**src/rtl/ex_commit_stage_if.sv**
```systemverilog
// rtl/ex_commit_stage_if.sv - execute-to-commit bundle, memory-stage handshake and exception report
interface ex_commit_stage_if;
    logic        in_valid;
    logic        in_ready;
    logic [31:0] in_result;
    logic [1:0]  in_comp;
    logic [1:0]  in_sig_comp;
    logic        in_overflow;
    logic        in_op_invalid;
    logic [31:0] in_pc;
    logic [4:0]  in_rd;
    logic        in_wr_en;
    logic        in_trap_ovf;
    logic [2:0]  in_br_cond;
    logic        flush;
    logic        out_valid;
    logic        out_ready;
    logic [31:0] out_result;
    logic [4:0]  out_rd;
    logic        out_wr_en;
    logic [31:0] out_pc;
    logic        out_br_taken;
    logic        exc_valid;
    logic [1:0]  exc_cause;
    logic [31:0] exc_pc;
    logic        exc_ack;

    modport slave (
        input  in_valid, in_result, in_comp, in_sig_comp, in_overflow, in_op_invalid,
               in_pc, in_rd, in_wr_en, in_trap_ovf, in_br_cond, flush, out_ready, exc_ack,
        output in_ready, out_valid, out_result, out_rd, out_wr_en, out_pc, out_br_taken,
               exc_valid, exc_cause, exc_pc
    );

    modport master (
        output in_valid, in_result, in_comp, in_sig_comp, in_overflow, in_op_invalid,
               in_pc, in_rd, in_wr_en, in_trap_ovf, in_br_cond, flush, out_ready, exc_ack,
        input  in_ready, out_valid, out_result, out_rd, out_wr_en, out_pc, out_br_taken,
               exc_valid, exc_cause, exc_pc
    );
endinterface

```
**src/rtl/ex_commit_stage.sv**
```systemverilog
// rtl/ex_commit_stage.sv - 2-entry skid buffer resolving branches and latching the first exception
module ex_commit_stage #(
    parameter int DEPTH = 2
) (
    input  logic             clk,
    input  logic             reset,
    ex_commit_stage_if.slave bus
);
    localparam logic [1:0] ALU_EQUAL   = 2'd0;
    localparam logic [1:0] ALU_SMALLER = 2'd1;

    logic [31:0] result_q [DEPTH];
    logic [4:0]  rd_q     [DEPTH];
    logic        wr_en_q  [DEPTH];
    logic [31:0] pc_q     [DEPTH];
    logic        br_q     [DEPTH];

    logic        wr_ptr_q, wr_ptr_d, rd_ptr_q, rd_ptr_d;
    logic [1:0]  count_q, count_d;
    logic        in_ready_q;
    logic        exc_valid_q, exc_valid_d;
    logic [1:0]  exc_cause_q, exc_cause_d;
    logic [31:0] exc_pc_q, exc_pc_d;

    logic        push, pop, br_taken, exc_hit;
    logic [1:0]  exc_code;

    always_comb begin
        br_taken = 1'b0;
        case (bus.in_br_cond)
            3'd1:    br_taken = (bus.in_comp == ALU_EQUAL);
            3'd2:    br_taken = (bus.in_comp != ALU_EQUAL);
            3'd3:    br_taken = (bus.in_sig_comp == ALU_SMALLER);
            3'd4:    br_taken = (bus.in_sig_comp != ALU_SMALLER);
            3'd5:    br_taken = (bus.in_comp == ALU_SMALLER);
            3'd6:    br_taken = (bus.in_comp != ALU_SMALLER);
            default: br_taken = 1'b0;
        endcase
    end

    // Cause priority: invalid op, reserved branch condition, trapping overflow.
    always_comb begin
        exc_hit  = 1'b1;
        exc_code = 2'd0;
        if (bus.in_op_invalid)                          exc_code = 2'd2;
        else if (bus.in_br_cond == 3'd7)                exc_code = 2'd3;
        else if (bus.in_overflow && bus.in_trap_ovf)    exc_code = 2'd1;
        else                                            exc_hit  = 1'b0;
    end

    always_comb begin
        push = bus.in_valid && in_ready_q && !bus.flush;
        pop  = (count_q != 2'd0) && bus.out_ready && !bus.flush;

        count_d  = count_q;
        wr_ptr_d = wr_ptr_q ^ push;
        rd_ptr_d = rd_ptr_q ^ pop;
        if (bus.flush) begin
            count_d  = 2'd0;
            wr_ptr_d = 1'b0;
            rd_ptr_d = 1'b0;
        end else if (push && !pop) begin
            count_d = count_q + 2'd1;
        end else if (pop && !push) begin
            count_d = count_q - 2'd1;
        end

        // An ack frees the latch in the same cycle, so a coincident new exception is kept.
        exc_valid_d = exc_valid_q && !bus.exc_ack;
        exc_cause_d = exc_cause_q;
        exc_pc_d    = exc_pc_q;
        if (push && exc_hit && !exc_valid_d) begin
            exc_valid_d = 1'b1;
            exc_cause_d = exc_code;
            exc_pc_d    = bus.in_pc;
        end
    end

    always_ff @(posedge clk) begin
        if (reset) begin
            for (int i = 0; i < DEPTH; i++) begin
                result_q[i] <= '0;
                rd_q[i]     <= '0;
                wr_en_q[i]  <= 1'b0;
                pc_q[i]     <= '0;
                br_q[i]     <= 1'b0;
            end
            wr_ptr_q    <= 1'b0;
            rd_ptr_q    <= 1'b0;
            count_q     <= 2'd0;
            in_ready_q  <= 1'b1;
            exc_valid_q <= 1'b0;
            exc_cause_q <= 2'd0;
            exc_pc_q    <= '0;
        end else begin
            if (push) begin
                result_q[wr_ptr_q] <= bus.in_result;
                rd_q[wr_ptr_q]     <= bus.in_rd;
                wr_en_q[wr_ptr_q]  <= bus.in_wr_en && !exc_hit;
                pc_q[wr_ptr_q]     <= bus.in_pc;
                br_q[wr_ptr_q]     <= br_taken && !exc_hit;
            end
            wr_ptr_q    <= wr_ptr_d;
            rd_ptr_q    <= rd_ptr_d;
            count_q     <= count_d;
            in_ready_q  <= (count_d != 2'd2);
            exc_valid_q <= exc_valid_d;
            exc_cause_q <= exc_cause_d;
            exc_pc_q    <= exc_pc_d;
        end
    end

    assign bus.in_ready     = in_ready_q;
    assign bus.out_valid    = (count_q != 2'd0);
    assign bus.out_result   = result_q[rd_ptr_q];
    assign bus.out_rd       = rd_q[rd_ptr_q];
    assign bus.out_wr_en    = wr_en_q[rd_ptr_q];
    assign bus.out_pc       = pc_q[rd_ptr_q];
    assign bus.out_br_taken = br_q[rd_ptr_q];
    assign bus.exc_valid    = exc_valid_q;
    assign bus.exc_cause    = exc_cause_q;
    assign bus.exc_pc       = exc_pc_q;
endmodule

```
**src/flat_wrapper.sv**
```systemverilog
// flat-port wrapper written by rule: the top's interface ports become plain ports
module ex_commit_stage_flat 
#(
    parameter int DEPTH = 2
)
  (clk, reset, bus_in_valid, bus_in_result, bus_in_comp, bus_in_sig_comp, bus_in_overflow, bus_in_op_invalid, bus_in_pc, bus_in_rd, bus_in_wr_en, bus_in_trap_ovf, bus_in_br_cond, bus_flush, bus_out_ready, bus_exc_ack, bus_in_ready, bus_out_valid, bus_out_result, bus_out_rd, bus_out_wr_en, bus_out_pc, bus_out_br_taken, bus_exc_valid, bus_exc_cause, bus_exc_pc);
  ex_commit_stage_if bus_i ();
  input  logic clk;
  input  logic reset;
  input wire logic [$bits(bus_i.in_valid)-1:0] bus_in_valid;
  input wire logic [$bits(bus_i.in_result)-1:0] bus_in_result;
  input wire logic [$bits(bus_i.in_comp)-1:0] bus_in_comp;
  input wire logic [$bits(bus_i.in_sig_comp)-1:0] bus_in_sig_comp;
  input wire logic [$bits(bus_i.in_overflow)-1:0] bus_in_overflow;
  input wire logic [$bits(bus_i.in_op_invalid)-1:0] bus_in_op_invalid;
  input wire logic [$bits(bus_i.in_pc)-1:0] bus_in_pc;
  input wire logic [$bits(bus_i.in_rd)-1:0] bus_in_rd;
  input wire logic [$bits(bus_i.in_wr_en)-1:0] bus_in_wr_en;
  input wire logic [$bits(bus_i.in_trap_ovf)-1:0] bus_in_trap_ovf;
  input wire logic [$bits(bus_i.in_br_cond)-1:0] bus_in_br_cond;
  input wire logic [$bits(bus_i.flush)-1:0] bus_flush;
  input wire logic [$bits(bus_i.out_ready)-1:0] bus_out_ready;
  input wire logic [$bits(bus_i.exc_ack)-1:0] bus_exc_ack;
  output wire logic [$bits(bus_i.in_ready)-1:0] bus_in_ready;
  output wire logic [$bits(bus_i.out_valid)-1:0] bus_out_valid;
  output wire logic [$bits(bus_i.out_result)-1:0] bus_out_result;
  output wire logic [$bits(bus_i.out_rd)-1:0] bus_out_rd;
  output wire logic [$bits(bus_i.out_wr_en)-1:0] bus_out_wr_en;
  output wire logic [$bits(bus_i.out_pc)-1:0] bus_out_pc;
  output wire logic [$bits(bus_i.out_br_taken)-1:0] bus_out_br_taken;
  output wire logic [$bits(bus_i.exc_valid)-1:0] bus_exc_valid;
  output wire logic [$bits(bus_i.exc_cause)-1:0] bus_exc_cause;
  output wire logic [$bits(bus_i.exc_pc)-1:0] bus_exc_pc;
  assign bus_i.in_valid = bus_in_valid;
  assign bus_i.in_result = bus_in_result;
  assign bus_i.in_comp = bus_in_comp;
  assign bus_i.in_sig_comp = bus_in_sig_comp;
  assign bus_i.in_overflow = bus_in_overflow;
  assign bus_i.in_op_invalid = bus_in_op_invalid;
  assign bus_i.in_pc = bus_in_pc;
  assign bus_i.in_rd = bus_in_rd;
  assign bus_i.in_wr_en = bus_in_wr_en;
  assign bus_i.in_trap_ovf = bus_in_trap_ovf;
  assign bus_i.in_br_cond = bus_in_br_cond;
  assign bus_i.flush = bus_flush;
  assign bus_i.out_ready = bus_out_ready;
  assign bus_i.exc_ack = bus_exc_ack;
  assign bus_in_ready = bus_i.in_ready;
  assign bus_out_valid = bus_i.out_valid;
  assign bus_out_result = bus_i.out_result;
  assign bus_out_rd = bus_i.out_rd;
  assign bus_out_wr_en = bus_i.out_wr_en;
  assign bus_out_pc = bus_i.out_pc;
  assign bus_out_br_taken = bus_i.out_br_taken;
  assign bus_exc_valid = bus_i.exc_valid;
  assign bus_exc_cause = bus_i.exc_cause;
  assign bus_exc_pc = bus_i.exc_pc;
  ex_commit_stage #(.DEPTH(DEPTH)) u_core (.clk(clk), .reset(reset), .bus(bus_i));
endmodule
```
**config.mk**
```make
export PLATFORM = sky130hd
export DESIGN_NAME = ex_commit_stage_flat
export DESIGN_NICKNAME = d
export VERILOG_FILES = /design/src/rtl/ex_commit_stage_if.sv /design/src/rtl/ex_commit_stage.sv /design/src/flat_wrapper.sv
export SDC_FILE = /design/constraint.sdc
export NUM_CORES = 1
export LEC_CHECK = 0
export CAP_MARGIN = 40
export CORE_MARGIN = 2
export CORE_UTILIZATION = 40
export CTS_CLUSTER_DIAMETER = 200
export CTS_CLUSTER_SIZE = 8
export DETAILED_ROUTE_END_ITERATION = 8
export PLACE_DENSITY = 0.77
export REMOVE_ABC_BUFFERS = 1
export SKIP_CTS_REPAIR_TIMING = 1
export SYNTH_ARGS = -nofsm -noshare
export SYNTH_HDL_FRONTEND = slang
export SYNTH_SLANG_ARGS = --single-unit
```
**constraint.sdc**
```tcl
create_clock -name clk -period 8.4 [get_ports clk]
set_clock_uncertainty 0.15 [all_clocks]
set_input_delay 1.68 -clock clk [delete_from_list [all_inputs] [get_ports clk]]
set_output_delay 1.68 -clock clk [all_outputs]
set_load 0.02 [all_outputs]
```
==> summary.txt <==
Status
  • Status: complete, no violations

Setup path
  • CP Capture Type: primary output
  • Worst-case reg-to-reg path depth: 5
  • WP data required: 6570 ps
  • R2R Path End: u_core.bus.exc_pc[31]
  • Crit path DAT: about 2400 ps
  • Slowest cell delay on critical path: 680 ps
  • Crit path launch type: register
  • Reg2reg start: u_core.bus.in_ready
  • Kind of critical path: register to primary output
  • CP Cell Sequence: buf_12, mux2_2, clkdlybuf4s50_1
  • Slowest cell on the critical path: dfxtp_4
  • R2R setup slack: approximately 5900 ps
  • Worst Path Max Fanout: 37

Detailed routing
  • Via density: about 4.8
  • Final Routed Wirelength: 16700 um
  • Number of nets with antenna violations after routing: 0
  • DRC viols: 0
  • Via count: a little under 5000
  • DRT Pass-1 Iters: 4
  • 1st-iter DRT viols: between 150 and 200
  • Wire per inst: 16.5 um

Hold path
  • Worst Hold Launch: u_core.bus.exc_pc[9]
  • Hold endpoint: u_core.bus.exc_pc[9]
  • Tightest Hold Check Type: register to register
  • Worst hold path cell count: 2

Synth
  • Ys Warns: 0
  • Synth unique cells: just over 40
  • Register area share after synthesis: 65.3%
  • Post-synth top flop: edfxtp_1
  • Cell count after synthesis: 550
  • Syn avg cell area: between 10 and 15 um^2
  • Number of synthesized flops with an enable pin: 142
  • Mapped Area: roughly 7800 um^2
  • Async set-reset flop share out of synthesis: 0%
  • Flops & latches, synth: 182

Power
  • Leakage: slightly below 4 nW
  • PwrDens: just under 200 nW/um^2
  • Maximum VDD drop: about 0.13 mV
  • Power, Total: about 2.1 mW

Cells and area
  • Diodes inserted: 0
  • Layout Cells excl Fill: ~1000
  • Area of the multi-input gates: 2540 um^2
  • Share of cells above drive strength 1: about 16%
  • Area growth syn-to-layout: 36.2%
  • Final net count: between 800 and 900
  • Design Area, Final: approximately 11000 um^2
  • Fill count: around 1600
  • Sequential Area: between 5000 and 6000 um^2

Clocking
  • CTS tree: built
  • TritonCTS Buffers: 17
  • Clk_lat worst skew: about 420 ps
  • Htree depth: 4
  • Clock-pin slew on the worst setup and hold paths: about 70 ps
  • Clock sink count: around 180
  • Clock buffer depth: 2
  • Root buf cell: clkbuf_16

Timing
  • RSZ-0062 raised after global routing: false
  • Hold Fails Final Rpt: 0
  • Fin crit period: between 4000 and 5000 ps
  • Setup WS post-layout: 4200 ps
  • Highest clock rate: about 0.24 GHz
  • Final slew viol count: 0
  • Period utilisation layout: roughly 50%
  • Worst slew pin tran: a little under 900 ps
  • Fin Setup TNS: 0 ps
  • Worst slew margin: between 40% and 50%
  • Setup Viol. Count Final: 0

Placed design
  • GP Congestion: between 0.7 and 0.8
  • Hpwl dp: 11000 um
  • Port buffer count: 193
  • Post-placement cell count: around 1000
  • Pre-CTS setup slack: about 4000 ps
  • Placed Area: 9990 um^2

Floorplanning
  • # rows: 50
  • Die X: approximately 140 um
  • Starting Density: 41.1%
  • DIE HEIGHT: about 140 um
  • Die ar.: around 21000 um^2
  • Core area: around 19000 um^2
  • I/O pin count: ~190

Global route
  • First-pass GRT wire length: around 26000 um
  • Vias in the first global route: about 5300
  • GRT overflow: 0
  • Initial antenna violation count: 0
  • All-layer global routing usage: between 10% and 20%
  • Largest net degree at the start of global routing: 72

Job
  • Max Cap Viol: 0
[per-layer routing]
metal / routed length, um / track usage [%]
met1: 6780 / 19.2
met2: 8590 / 29.2
met3: 983 / 4.77
met4: 316 / 6.71
met5: 0 / 0
[where the power goes]
| part | switching (mW) | total (mW) | internal [mW] |
|---|---|---|---|
| combinational | 0.131 | 0.272 | 0.140 |
| clock | 0.344 | 0.782 | 0.438 |
| sequential | 0.0163 | 1.03 | 1.02 |
[cell usage after synthesis, drive strengths merged (7+ instances only)]
cell	number	area [um^2]
edfxtp	142	4260
and2	139	870
mux2	71	800
dfxtp	40	801
nor2	37	139
mux2i	32	320
clkbuf	18	67.6
buf	13	96.3
a21oi	8	47.6
nor3	8	50.1
inv	7	26.3
[registers in the layout, summed over array words and instances, names as in the netlist]
| register | flops |
|---|---|
| u_core.pc_q | 64 |
| u_core.br_q | 2 |
| u_core.bus.exc_pc | 32 |
| u_core.bus.exc_cause | 2 |
| u_core.wr_ptr_q | 1 |
| u_core.rd_ptr_q | 1 |
| u_core.bus.exc_valid | 1 |
| u_core.result_q | 64 |
| u_core.bus.in_ready | 1 |
| u_core.wr_en_q | 2 |
| u_core.rd_q | 10 |
| u_core.count_q | 2 |
[how the worst max path moves through the flow]
stage                 startpoint                     to  slack, ps  cells past startpoint
3_5_place_dp   bus_in_br_cond[2]  u_core.bus.exc_pc[31]       3940                      6
4_1_cts          u_core.rd_ptr_q         bus_out_pc[18]       4130                      3
3_3_place_gp   bus_in_br_cond[2]   u_core.bus.exc_pc[7]       4100                      6
5_1_grt          u_core.rd_ptr_q         bus_out_pc[18]       4080                      3
6_report         u_core.rd_ptr_q         bus_out_pc[18]       4200                      3
2_1_floorplan          bus_flush         u_core.br_q[0]       2540                      2
[worst max-delay path: cells and delay by family (launching register included)]
family	cells	cell delay, ps
mux	1	360
flops	1	680
buf+inv	2	880
[cells in the final DEF (no fill, tap or decap), types with 2 or more instances in the layout]
| master | n |
|---|---|
| mux2i_1 | 32 |
| clkinvlp_4 | 2 |
| nor2_1 | 37 |
| nor3_1 | 6 |
| clkdlybuf4s50_1 | 192 |
| clkinv_1 | 2 |
| buf_4 | 4 |
| or3_1 | 3 |
| mux2_2 | 71 |
| a21oi_1 | 6 |
| nand2_1 | 4 |
| o21ai_0 | 3 |
| edfxtp_1 | 142 |
| inv_1 | 7 |
| xnor2_1 | 4 |
| and3_1 | 2 |
| and2_1 | 138 |
| dfxtp_1 | 39 |
| clkbuf_16 | 18 |
| a21oi_2 | 2 |
| inv_6 | 4 |
| buf_12 | 3 |
[kinds of logic (layout without fill, tap and decap cells)]
kind of cell | count (synthesis) | in the layout | share of synthesized area [%]
compound gates | 17 | 17 | 1.50
xor+xnor | 4 | 4 | 0.451
fa+ha+maj | 1 | 1 | 0.161
buf+inv | 38 | 240 | 2.45
flops | 182 | 182 | 65.3
mux | 104 | 104 | 14.7
simple gates | 204 | 204 | 15.5
[metrics by stage]
step	util, %	hold WS, ps
after detailed placement	52.9	328
after global routing	56.0	380
final	56.0	343
after global placement	52.5	324
after CTS	56.0	345
after floorplan	-	362
[area by class of cell]
| cell class | instances | area share (%) |
|---|---|---|
| Clock buffer | 20 | 4.43 |
| Clock inverter | 12 | 1.07 |
| Inverter | 7 | 0.249 |
| Multi-Input combinational cell | 330 | 24.0 |
| Sequential cell | 182 | 47.9 |
| Tap cell | 260 | 3.08 |
| Timing Repair Buffer | 201 | 19.2 |
No activity file was read; power rests on OpenSTA's default activity.
